$ cat src/rtl/clock_set_ctrl.sv
// Mode/increment push-button controller for setting a calendar clock.
// Synchronizes and debounces two buttons, walks the set fields and emits one-cycle adjust pulses.
module clock_set_ctrl #(
  parameter int unsigned DEB_CYCLES     = 4,
  parameter int unsigned HOLD_CYCLES    = 16,
  parameter int unsigned RATE_CYCLES    = 8,
  parameter int unsigned TIMEOUT_CYCLES = 64
) (
  input  logic       clk,
  input  logic       res,
  input  logic       btn_mode,
  input  logic       btn_inc,
  output logic       sc,
  output logic       mn,
  output logic       hrs,
  output logic       dt,
  output logic       mon,
  output logic       yr,
  output logic [2:0] field,
  output logic       setting
);

  localparam int unsigned DW = $clog2(DEB_CYCLES + 1);
  localparam int unsigned HW = $clog2(HOLD_CYCLES + 1);
  localparam int unsigned RW = $clog2(RATE_CYCLES + 1);
  localparam int unsigned TW = $clog2(TIMEOUT_CYCLES + 1);

  typedef enum logic [2:0] {
    RUN  = 3'd0,
    SEC  = 3'd1,
    MIN  = 3'd2,
    HR   = 3'd3,
    DATE = 3'd4,
    MON  = 3'd5,
    YEAR = 3'd6
  } state_e;

  // Bit 0 is the mode button, bit 1 the increment button.
  logic [1:0]         sync1_q, sync2_q;
  logic [1:0]         db_q, db_d, db_prev_q;
  logic [1:0][DW-1:0] deb_cnt_q, deb_cnt_d;

  state_e        state_q, state_d;
  logic          setting_q, setting_d;
  logic [5:0]    pulse_q, pulse_d;
  logic [HW-1:0] hold_cnt_q, hold_cnt_d;
  logic [RW-1:0] rate_cnt_q, rate_cnt_d;
  logic          rpt_arm_q, rpt_arm_d;
  logic          rpt_on_q, rpt_on_d;
  logic [TW-1:0] idle_q, idle_d;

  logic       mode_rise, inc_rise, any_edge, in_set, fire;
  logic [2:0] fld_idx;

  always_ff @(posedge clk or negedge res) begin
    if (!res) begin
      sync1_q    <= '0;
      sync2_q    <= '0;
      db_q       <= '0;
      db_prev_q  <= '0;
      deb_cnt_q  <= '0;
      state_q    <= RUN;
      setting_q  <= 1'b0;
      pulse_q    <= '0;
      hold_cnt_q <= '0;
      rate_cnt_q <= '0;
      rpt_arm_q  <= 1'b0;
      rpt_on_q   <= 1'b0;
      idle_q     <= '0;
    end else begin
      sync1_q    <= {btn_inc, btn_mode};
      sync2_q    <= sync1_q;
      db_q       <= db_d;
      db_prev_q  <= db_q;
      deb_cnt_q  <= deb_cnt_d;
      state_q    <= state_d;
      setting_q  <= setting_d;
      pulse_q    <= pulse_d;
      hold_cnt_q <= hold_cnt_d;
      rate_cnt_q <= rate_cnt_d;
      rpt_arm_q  <= rpt_arm_d;
      rpt_on_q   <= rpt_on_d;
      idle_q     <= idle_d;
    end
  end

  // Debounce: accept a new level once it has differed from db for DEB_CYCLES samples.
  always_comb begin
    db_d      = db_q;
    deb_cnt_d = '0;
    for (int b = 0; b < 2; b++) begin
      if (sync2_q[b] != db_q[b]) begin
        if (deb_cnt_q[b] >= DW'(DEB_CYCLES - 1)) begin
          db_d[b] = sync2_q[b];
        end else begin
          deb_cnt_d[b] = deb_cnt_q[b] + DW'(1);
        end
      end
    end
  end

  assign mode_rise = db_q[0] & ~db_prev_q[0];
  assign inc_rise  = db_q[1] & ~db_prev_q[1];
  assign any_edge  = |(db_q ^ db_prev_q);
  assign in_set    = state_q inside {SEC, MIN, HR, DATE, MON, YEAR};
  assign fld_idx   = state_q - 3'd1;

  // Field walk, single/auto-repeat pulses and idle timeout; mode advance has priority.
  always_comb begin
    state_d    = state_q;
    pulse_d    = '0;
    hold_cnt_d = '0;
    rate_cnt_d = '0;
    rpt_arm_d  = 1'b0;
    rpt_on_d   = 1'b0;
    idle_d     = '0;
    fire       = 1'b0;

    if (!in_set) begin
      state_d = (state_q == RUN && mode_rise) ? SEC : RUN;
    end else if (mode_rise) begin
      state_d = (state_q == YEAR) ? RUN : state_e'(state_q + 3'd1);
    end else begin
      if (inc_rise) begin
        fire      = 1'b1;
        rpt_arm_d = 1'b1;
      end else if (rpt_arm_q && db_q[1]) begin
        rpt_arm_d  = 1'b1;
        rpt_on_d   = rpt_on_q;
        hold_cnt_d = hold_cnt_q;
        rate_cnt_d = rate_cnt_q;
        if (!rpt_on_q) begin
          if (hold_cnt_q >= HW'(HOLD_CYCLES - 1)) begin
            fire       = 1'b1;
            rpt_on_d   = 1'b1;
            hold_cnt_d = '0;
          end else begin
            hold_cnt_d = hold_cnt_q + HW'(1);
          end
        end else if (rate_cnt_q >= RW'(RATE_CYCLES - 1)) begin
          fire       = 1'b1;
          rate_cnt_d = '0;
        end else begin
          rate_cnt_d = rate_cnt_q + RW'(1);
        end
      end

      if (fire) begin
        pulse_d[fld_idx] = 1'b1;
      end

      if (!(any_edge || fire)) begin
        if (idle_q >= TW'(TIMEOUT_CYCLES - 1)) begin
          state_d    = RUN;
          rpt_arm_d  = 1'b0;
          rpt_on_d   = 1'b0;
          hold_cnt_d = '0;
          rate_cnt_d = '0;
        end else begin
          idle_d = idle_q + TW'(1);
        end
      end
    end

    setting_d = (state_d != RUN);
  end

  assign field   = state_q;
  assign setting = setting_q;
  assign {yr, mon, dt, hrs, mn, sc} = pulse_q;

endmodule

$ cat config.mk
export PLATFORM = sky130hd
export DESIGN_NAME = clock_set_ctrl
export DESIGN_NICKNAME = d
export VERILOG_FILES = /design/src/rtl/clock_set_ctrl.sv
export SDC_FILE = /design/constraint.sdc
export NUM_CORES = 1
export LEC_CHECK = 0
export ABC_CLOCK_PERIOD_IN_PS = 2400
export BUFFER_PORTS_ARGS = -buffer_cell sky130_fd_sc_hd__buf_2
export CAP_MARGIN = 5
export CORE_ASPECT_RATIO = 0.5
export CORE_UTILIZATION = 30
export CTS_BUF_LIST = sky130_fd_sc_hd__clkbuf_4 sky130_fd_sc_hd__clkbuf_8
export DETAILED_ROUTE_END_ITERATION = 7
export MAX_ROUTING_LAYER = met4
export PLACE_DENSITY = 0.43
export SYNTH_ARGS = -nofsm -noshare
export SYNTH_HDL_FRONTEND = slang
export SYNTH_SLANG_ARGS = --single-unit
$ cat constraint.sdc
create_clock -name clk -period 2.4 [get_ports clk]
set_input_delay 0.12 -clock clk [delete_from_list [all_inputs] [get_ports clk]]
set_output_delay 0.12 -clock clk [all_outputs]
set_load 0.01 [all_outputs]
-- After elaboration in Yosys (flattened, before gate mapping)
Index checks and enable logic that the tools add are counted.
- order comparisons: 7
- bitwise operators: 5
- add/subtract/negate cells: 7
- eq/ne operators: 8
- reductions and logical operators: 10
- multiplexer cells: 55
- operator list (operator ; number):
    5-bit 2-to-1 mux ; 8
    4-bit 2-to-1 mux ; 8
    7-bit 2-to-1 mux ; 4
    3-bit 2-to-1 mux ; 9
    1-bit 2-to-1 mux ; 22
    6-bit 2-to-1 mux ; 3
    3-bit by 1-bit adder with 3-bit output (second input constant) ; 3
    3-bit == test (second input constant) ; 3
    7-bit by 1-bit adder with 7-bit output (second input constant) ; 1
    7-bit by 6-bit greater-or-equal comparator with 1-bit output (second input constant) ; 1
    3-bit by 2-bit == test with 1-bit output (second input constant) ; 2
    3-bit by 2-bit greater-or-equal comparator with 1-bit output (second input constant) ; 2
    6-bit nonzero test ; 1
    5-bit by 1-bit adder with 5-bit output (second input constant) ; 1
    5-bit by 4-bit greater-or-equal comparator with 1-bit output (second input constant) ; 1
    4-bit by 1-bit adder with 4-bit output (second input constant) ; 1
    4-bit by 3-bit greater-or-equal comparator with 1-bit output (second input constant) ; 1
    3-bit by 4-bit less-than comparator with 1-bit output (second input constant) ; 1
    2-bit AND reduction ; 2
    1-bit demux with 3-bit select ; 1
    3-bit by 1-bit == test with 1-bit output (second input constant) ; 1
    3-bit by 1-bit greater-or-equal comparator with 1-bit output (second input constant) ; 1
    1-bit logical AND ; 3
    3-bit logical NOT ; 1
    8 further kinds ; 11
- register bits after elaboration: 42
- logic and storage cells: 107
- input port bits: 4

-- Logic depth before layout (Yosys ltp)
Gate-level depths: netlist (run 1).
- depth in word-level cells: 12
- depth in mapped cells: 6

-- Worst setup path after synthesis (run 1)
OpenSTA, ideal clock, no wires.
- path kind: flip-flop to flip-flop
- start point: register state_q[0], in the netlist field[0]
- end point: register setting_q, in the netlist setting
- period minus slack after synthesis: 2.070 ns
- buffers on the path: 0
- arrival time: 1.932 ns
- cell stages (with the launch flop): 7
- slack: 0.330 ns
- library setup time: 0.138 ns
- required time: 2.262 ns
- cell sequence: dfrtp_1 inv_1 ha_1 a211oi_1 a21oi_1 a221oi_1 o211ai_2
- word-level cells in the longest chain between the ends: 5
- elaborated cells on any way between the ends: 17
- those cells by class: add/sub (1); eq/ne (6); mux (6); reduce/logical (4)
- ends and longest elaborated chain (what ; line ; source):
    start: declaration ; 43 ; state_e state_q, state_d;
    start signal: assignment ; 76 ; state_q <= state_d;
    3-bit by 1-bit adder with 3-bit output (tied with other cells) ; 122 ; state_d = (state_q == YEAR) ? RUN : state_e'(state_q + 3'd1);
    3-bit 2-to-1 mux (tied with other cells) ; 122 ;
    3-bit 2-to-1 mux / 1-bit 2-to-1 mux (equally long branches) ; 121, 120 ;
    3-bit 2-to-1 mux * ; 119 ; if (!in_set) begin
    3-bit nonzero test * ; 165 ; setting_d = (state_d != RUN);
    via setting_d ; 44 ; logic setting_q, setting_d;
    end signal: assignment ; 77 ; setting_q <= setting_d;
    end: declaration ; 44 ;
The timed path passes the listed nets; every way through them passes the cells marked *.
A chain may end at the register's enable or synchronous reset.

-- Worst setup path in the final report (run 1)
- start point: register hold_cnt_q[0]
- end point: register setting_q, in the netlist setting
- word-level cells in the longest chain between the ends: 12
- ends and longest elaborated chain (what ; line ; source):
    start: declaration ; 46 ; logic [HW-1:0] hold_cnt_q, hold_cnt_d;
    start signal: assignment ; 79 ; hold_cnt_q <= hold_cnt_d;
    5-bit by 4-bit greater-or-equal comparator with 1-bit output ; 133 ; if (hold_cnt_q >= HW'(HOLD_CYCLES - 1)) begin
    1-bit 2-to-1 mux ; 133 ;
    1-bit 2-to-1 mux ; 132 ; if (!rpt_on_q) begin
    1-bit 2-to-1 mux ; 127 ; end else if (rpt_arm_q && db_q[1]) begin
    1-bit 2-to-1 mux ; 124 ; if (inc_rise) begin
    1-bit 2-to-1 mux ; 121 ; end else if (mode_rise) begin
    1-bit 2-to-1 mux ; 119 ;
    1-bit logical OR ; 152 ; if (!(any_edge || fire)) begin
    3-bit 2-to-1 mux ; 152 ;
    3-bit 2-to-1 mux ; 121 ;
    3-bit 2-to-1 mux ; 119 ;
    3-bit nonzero test ; 165 ;
    via setting_d ; 44 ;
The timed path passes the listed nets, and every way through them passes these cells. The select of a mux whose other input is x is not followed.

==> impl_metrics.tcl, run 1 <==
set metrics [dict create \
    cap_violations 0 \
    die_area_um2 7070 \
    synth_top_area_share_pct 52.2 \
    power_density_nw_per_um2 1040 \
    ys_ff_latch 42 \
    fp.dieH_um 59.9 \
    netlist_instances 187 \
    antenna_found_initial 0 \
    num_antenna_cells 0 \
    clkTransAtPathRegs_ns 0.08 \
    cp-start-kind "flip-flop" \
    p_switching_mw 0.917 \
    drc 0 \
    p_leak_nw 1.08 \
    cp.required_ns 2.56 \
    dp_hpwl_mm 2.72 \
    root_buffer "clkbuf_8" \
    total_power_mw 2.43 \
    yosys.area.top_type "dfrtp_1" \
    cp_max_fo 15 \
    crit_path_end_kind "flip-flop" \
    cts_resized 0 \
    avgSynthCellArea_um2 10.8 \
    worstMarginPinSlew_ns 0.933 \
    globalplace.congestion 0.779 \
    syn_area_um2 2010 \
    num_rows 20 \
    htreeDepth 2 \
    relSlewSlack_pct 37.8 \
    ys_async_sr_fraction_pct 100 \
    violations "negative hold slack" \
    pin_count 14 \
    finalNetCount 229 \
    synth_edf_count 0 \
    pwr-share-comb_pct 39.7 \
    ctsHoldBuffers 2 \
    finClkSkew_ns 0.00431 \
    start_util_pct 32.1 \
    gr-total-overflow 0 \
    vias 1433 \
    dr.pass1.iters 4 \
    grt_start_max_net_pins 43 \
    p_int_mw 1.52 \
    slew_violations 0 \
    setup_tns_ns 0 \
    yosys_most_used_dff "dfrtp_1" \
    setup_viol_count_final 0 \
    clock_power_share_pct 22.4 \
    ys_seq_area_share_pct 52.2 \
    vias_per_cell 4.78 \
    final_util_pct 37.2 \
    clk-insertion-delay-late_ns 0.29 \
    synthDistinctLibCells 40 \
    fin_crit_sh_pct 87.8 \
    rr_worst_depth 6 \
    areaGrowthSynthToFinish_pct 16.0 \
    switching_share_pct 37.7 \
    die_x_um 118 \
    ant_nets 0 \
    status "finished, violations left" \
    drive_gt1_share_pct 15.1 \
    path_class "reg2reg" \
    fin_hold_ws_ns -0.0371 \
    clock-sinks 42 \
    post_cts_buffers 0 \
    synth_nets 205 \
    fmax_ghz 0.475 \
    rrSetupSlack_ns 0.29 \
    pwr-share-seq_pct 38.0 \
    ys_warn_count 0 \
    core_um2 6280 \
    synth_area_leaders "dfrtp_1 52%, ha_1 8.7%, nor3_1 3.2%" \
    grt_pass1_vias 1362 \
    cts_made_buffers 5 \
    numPortBuffers 13 \
    wl_per_cell_um 13.0 \
    hold_class "in2async" \
    rsz0062_at_grt "false" \
    drt_iter0_markers 46 \
    arrival_ns 2.27 \
    peakVddDrop_v 0.000450 \
    cts_tree "done" \
    grt_pass1_wl_mm 6.62 \
    grt.total_usage_pct 12.7 \
    wl_mm 3.90 \
    finalCriticalPeriod_ns 2.11 \
    hold_viol 42 \
    clock_path_buffers 2 \
]
## layer usage
layer	vias up	global-route usage [%]	share of wire [%]
met5	-	-	0
met4	0	4.95	0.69
met3	2	3.15	2.2
met2	13	18.0	41
met1	691	17.4	56
li1	727	-	-
## synthesized netlist by cell type, types with 4 or more instances
cell type and count:
ha_1 14, nor2_1 11, nor3_1 13, a31oi_1 4, nor4_1 6, a21oi_1 9
a211oi_1 7, inv_1 13, xor2_1 4, and3_1 5, nand3_1 5, nand2_1 16
dfrtp_1 42
## path summary, 6_finish.rpt
| path | startpoint | end |
|---|---|---|
| setup / recovery | hold_cnt_q[0] | setting |
| hold / removal | res | pulse_q[2] |
| min in group clk | sync1_q[1] | sync2_q[1] |
| hold reg to reg | sync1_q[1] | sync2_q[1] |
| setup reg to reg | hold_cnt_q[0] | setting |
| max in group asynchronous | res | rate_cnt_q[1] |
## flip-flops by register name, indices dropped and copies added, names as in the netlist
register / flops
pulse_q: 6
deb_cnt_q: 6
sync1_q: 2
db_q: 2
rate_cnt_q: 4
rpt_on_q: 1
hold_cnt_q: 5
idle_q: 7
setting: 1
db_prev_q: 2
sync2_q: 2
rpt_arm_q: 1
field: 3
## logic make-up after synthesis
| family | count (synthesis) | synth area share (%) |
|---|---|---|
| compound gates | 39 | 14.7 |
| xor+xnor | 6 | 2.61 |
| fa+ha+maj | 14 | 8.70 |
| buf+inv | 16 | 3.35 |
| flops | 42 | 52.2 |
| mux | 2 | 1.12 |
| other cells | 1 | 0.186 |
| simple gates | 67 | 17.2 |
## cell usage in the layout, fill, tap and decap left out, types with 3 or more instances in the layout
cell,instances
dfrtp_1,42
nand2_1,16
ha_1,14
inv_1,13
nor3_1,13
buf_2,13
nor2_1,11
a21oi_1,9
a211oi_1,7
nor4_1,6
and3_1,5
nand3_1,5
clkbuf_8,5
buf_4,5
xor2_1,4
a31oi_1,4
a21o_1,3
o21ai_0,3
## worst max-delay path: stages (launching register included)
cell,delay (ns)
dfrtp_1,0.42
ha_1,0.23
a21o_1,0.17
a311o_1,0.42
a2111oi_4,0.35
buf_4,0.27
o211ai_2,0.10
## stage by stage
stage / setup slack [ns] / hold WS, ns / area [um2] / std cells
floorplan: 0.330 / -0.176 / 2010 / 187
global placement: 0.336 / 0.228 / 2210 / 290
finish: 0.293 / -0.0371 / 2340 / 300
detailed placement: 0.315 / 0.240 / 2210 / 290
CTS: 0.296 / 0.0142 / 2340 / 300
global route: 0.159 / 0.0491 / 2340 / 300
## layout make-up
cell class | count | area [um2]
multi-input combinational | 129 | 896
timing repair buffer | 20 | 123
fill | 643 | 3940
clock buffer | 5 | 68.8
inverter | 13 | 48.8
tap | 88 | 110
sequential | 42 | 1050
clock inverter | 3 | 40.0
## power by group through the flow
stage	sequential (mW)	clock, mW	combinational (mW)
floorplan	0.920	0	0.691
global placement	0.937	0	0.965
detailed placement	0.938	0	0.971
CTS	0.926	0.570	0.976
global route	0.941	0.589	1.10
finish	0.923	0.545	0.965
No activity file was read; power rests on OpenSTA's default activity.
==> inputs of run 2 (changes only) <==
ABC_AREA = 1   (was unset)
ABC_CLOCK_PERIOD_IN_PS = 1800   (was 2400)
PLACE_DENSITY = 0.45   (was 0.43)
clock period = 1.8 ns   (was 2.4 ns; I/O delays follow)
==> run 2 against run 1 <==
- the run now ends clean
- clock skew is 0.0053 ns higher
- total power up 34%
- first-iteration DRC count fell by 39%
- critical path depth is 1 higher
- highest routed layer unchanged
==> impl_metrics.tcl, run 2 <==
set metrics [dict create \
    status "finished, final reports clean" \
    num_antenna_cells 0 \
    crit_chain "ha_1, or2_4, o21ai_2, nand2_4, nand2_4, or2_1, nor3_2" \
    yosys.area.top_type "dfrtp_1" \
    numPortBuffers 13 \
    die_x_um 118 \
    synth_edf_count 0 \
    num_rows 20 \
    synthDistinctLibCells 29 \
    ys_seq_area_share_pct 52.0 \
    ys_async_sr_fraction_pct 100 \
    cts_tree "done" \
    dr.pass1.iters 4 \
    slew_violations 0 \
    grt_start_max_net_pins 43 \
    worstHoldStart "sync1_q[0]" \
    start_util_pct 32.2 \
    finalNetCount 257 \
    relSlewSlack_pct 64.8 \
    grt_pass1_wl_mm 5.79 \
    core_um2 6280 \
    cp.required_ns 1.96 \
    top_register "idle_q" \
    peakVddDrop_v 0.000456 \
    p_leak_nw 1.21 \
    top_regs "idle_q: 7 flops, deb_cnt_q: 6 flops, pulse_q: 6 flops" \
    vias_per_cell 4.25 \
    p_int_mw 2.02 \
    wl_per_cell_um 10.2 \
    globalplace.congestion 0.733 \
    layout_commonest_cell "dfrtp_1" \
    yosys_most_used_dff "dfrtp_1" \
    power_density_nw_per_um2 1370 \
    clk-insertion-delay-late_ns 0.29 \
    vias 1395 \
    pwr-share-comb_pct 39.2 \
    most-common-layout-cells "42 x dfrtp_1, 40 x nand2_1, 35 x inv_1" \
    cap_violations 0 \
    fin_crit_sh_pct 92.9 \
    switching_share_pct 38.2 \
    areaGrowthSynthToFinish_pct 18.3 \
    startpoint "field[1]" \
    arrival_ns 1.84 \
    worstMarginPinSlew_ns 0.528 \
    pin_count 14 \
    grt_pass1_vias 1304 \
    dp_hpwl_mm 2.35 \
    syn_area_um2 2020 \
    wl_mm 3.36 \
    cp_max_fo 6 \
    crit_path_max_incr_delay_ns 0.43 \
    yosys.cell_count.top_type "dfrtp_1" \
    pre_cts_slack_ns 0.0446 \
    rr_worst_depth 7 \
    root_buffer "clkbuf_8" \
    path_class "reg2reg" \
    htreeDepth 2 \
    synth_top_area_share_pct 52.0 \
    drive_gt1_share_pct 19.6 \
    avgSynthCellArea_um2 9.53 \
    pwr-share-seq_pct 37.9 \
    largest_register_ffs 7 \
    ys_warn_count 0 \
    drt_iter0_markers 28 \
    clock_power_share_pct 22.9 \
    antenna_found_initial 0 \
    die_area_um2 7080 \
    fp.dieH_um 60.0 \
    r2r-start "field[1]" \
    fmax_ghz 0.598 \
    finalCriticalPeriod_ns 1.67 \
    netlist_instances 212 \
    final.setup.worst_slack_ns 0.128 \
    fin_hold_ws_ns 0.356 \
    setup_viol_count_final 0 \
    hold_viol 0 \
    drc 0 \
    slowest_stage "dfrtp_1" \
    finClkSkew_ns 0.00966 \
    gr-total-overflow 0 \
    min_path_cells 0 \
    hold_class "reg2reg" \
    synth_area_leaders "dfrtp_1 52%, ha_1 8.7%, nand2_1 7.6%" \
    clkTransAtPathRegs_ns 0.08 \
    clock_path_buffers 2 \
    clock-sinks 42 \
    cts_made_buffers 5 \
    synthTopCellsByCount "42 x dfrtp_1, 41 x nand2_1, 36 x inv_1" \
    crit_path_end_kind "flip-flop" \
    ant_nets 0 \
    p_switching_mw 1.25 \
    cp_common_cell "nand2_4" \
    ys_ff_latch 42 \
    synth_nets 230 \
    grt.total_usage_pct 10.9 \
    cp-start-kind "flip-flop" \
]
## run 2: cell count changes after synthesis, sizes merged, moves of 3 or more
| cell | change |
|---|---|
| a211oi | -7 |
| a21o | -3 |
| a31oi | -4 |
| and3 | -5 |
| inv | +23 |
| nand2 | +28 |
| nand3 | +6 |
| nor2 | +7 |
| nor4 | -4 |
| or2 | +3 |
## run 2: routing by layer
layer	share of wire, %	wire, um	global-route usage (%)	vias to the layer above
met1	52	1750	14.0	650
met3	2.3	78	3.15	7
met2	44	1470	16.1	17
met5	0	0	-	-
met4	1.6	55	4.95	0
li1	-	-	-	721
## run 2: critical path: cells and delay by family (launching register included)
kind            cells  cell delay (ns)
flops               1             0.43
fa+ha+maj           1             0.21
compound gates      1             0.08
simple gates        5             0.81
## run 2: per-stage QoR
stage	total power [mW]	setup TNS (ns)	utilization, %	std cells	instance area [um2]
floorplan	2.20	0	-	212	2020
global placement	2.48	0	34.9	313	2190
detailed placement	2.48	0	34.9	313	2190
CTS	3.26	0	37.2	324	2330
global route	3.58	-0.0000606	38.0	328	2390
finish	3.26	0	38.0	328	2390
## run 2: final cells by class
cell class                      instances  area [um2]
Clock inverter                          2        37.5
Sequential cell                        42        1050
Clock buffer                            6        76.3
Inverter                               36         135
Fill cell                             643        3890
Multi-Input combinational cell        134         853
Timing Repair Buffer                   20         125
Tap cell                               88         110
## run 2: repair_timing
action                                 in CTS  in global routing
endpoints found under the hold margin      44                  0
setup endpoints to repair                   0                  9
hold buffers                                3                  0
setup buffers                               0                  3
gates resized for setup                     0                  7
## run 2: kinds of logic (layout without fill, tap and decap cells)
| kind of cell | Yosys count | count (layout) | synth area share (%) |
|---|---|---|---|
| XOR/XNOR | 7 | 7 | 3.04 |
| AND/OR/NAND/NOR | 95 | 96 | 23.9 |
| buffers and inverters | 37 | 64 | 7.25 |
| other | 1 | 1 | 0.186 |
| multiplexers | 2 | 2 | 1.12 |
| AO/OA/AOI/OAI | 14 | 14 | 3.84 |
| adder cells (fa/ha/maj) | 14 | 14 | 8.67 |
| flip-flops | 42 | 42 | 52.0 |
## run 2: final timing paths
kind	endpoint	slack, ns
max in group asynchronous	db_prev_q[1]	1.04
max reg2reg	idle_q[2]	0.13
min in group asynchronous	idle_q[4]	0.39
max	idle_q[2]	0.13
min	sync2_q[0]	0.36
min reg2reg	sync2_q[0]	0.36
## run 2: power by group through the flow
stage,Sequential (mW),Combinational (mW),Clock [mW]
after global routing,1.26,1.48,0.832
after detailed placement,1.26,1.22,0
final,1.24,1.28,0.749
after CTS,1.24,1.24,0.788
after floorplan,1.26,0.948,0
after global placement,1.26,1.22,0
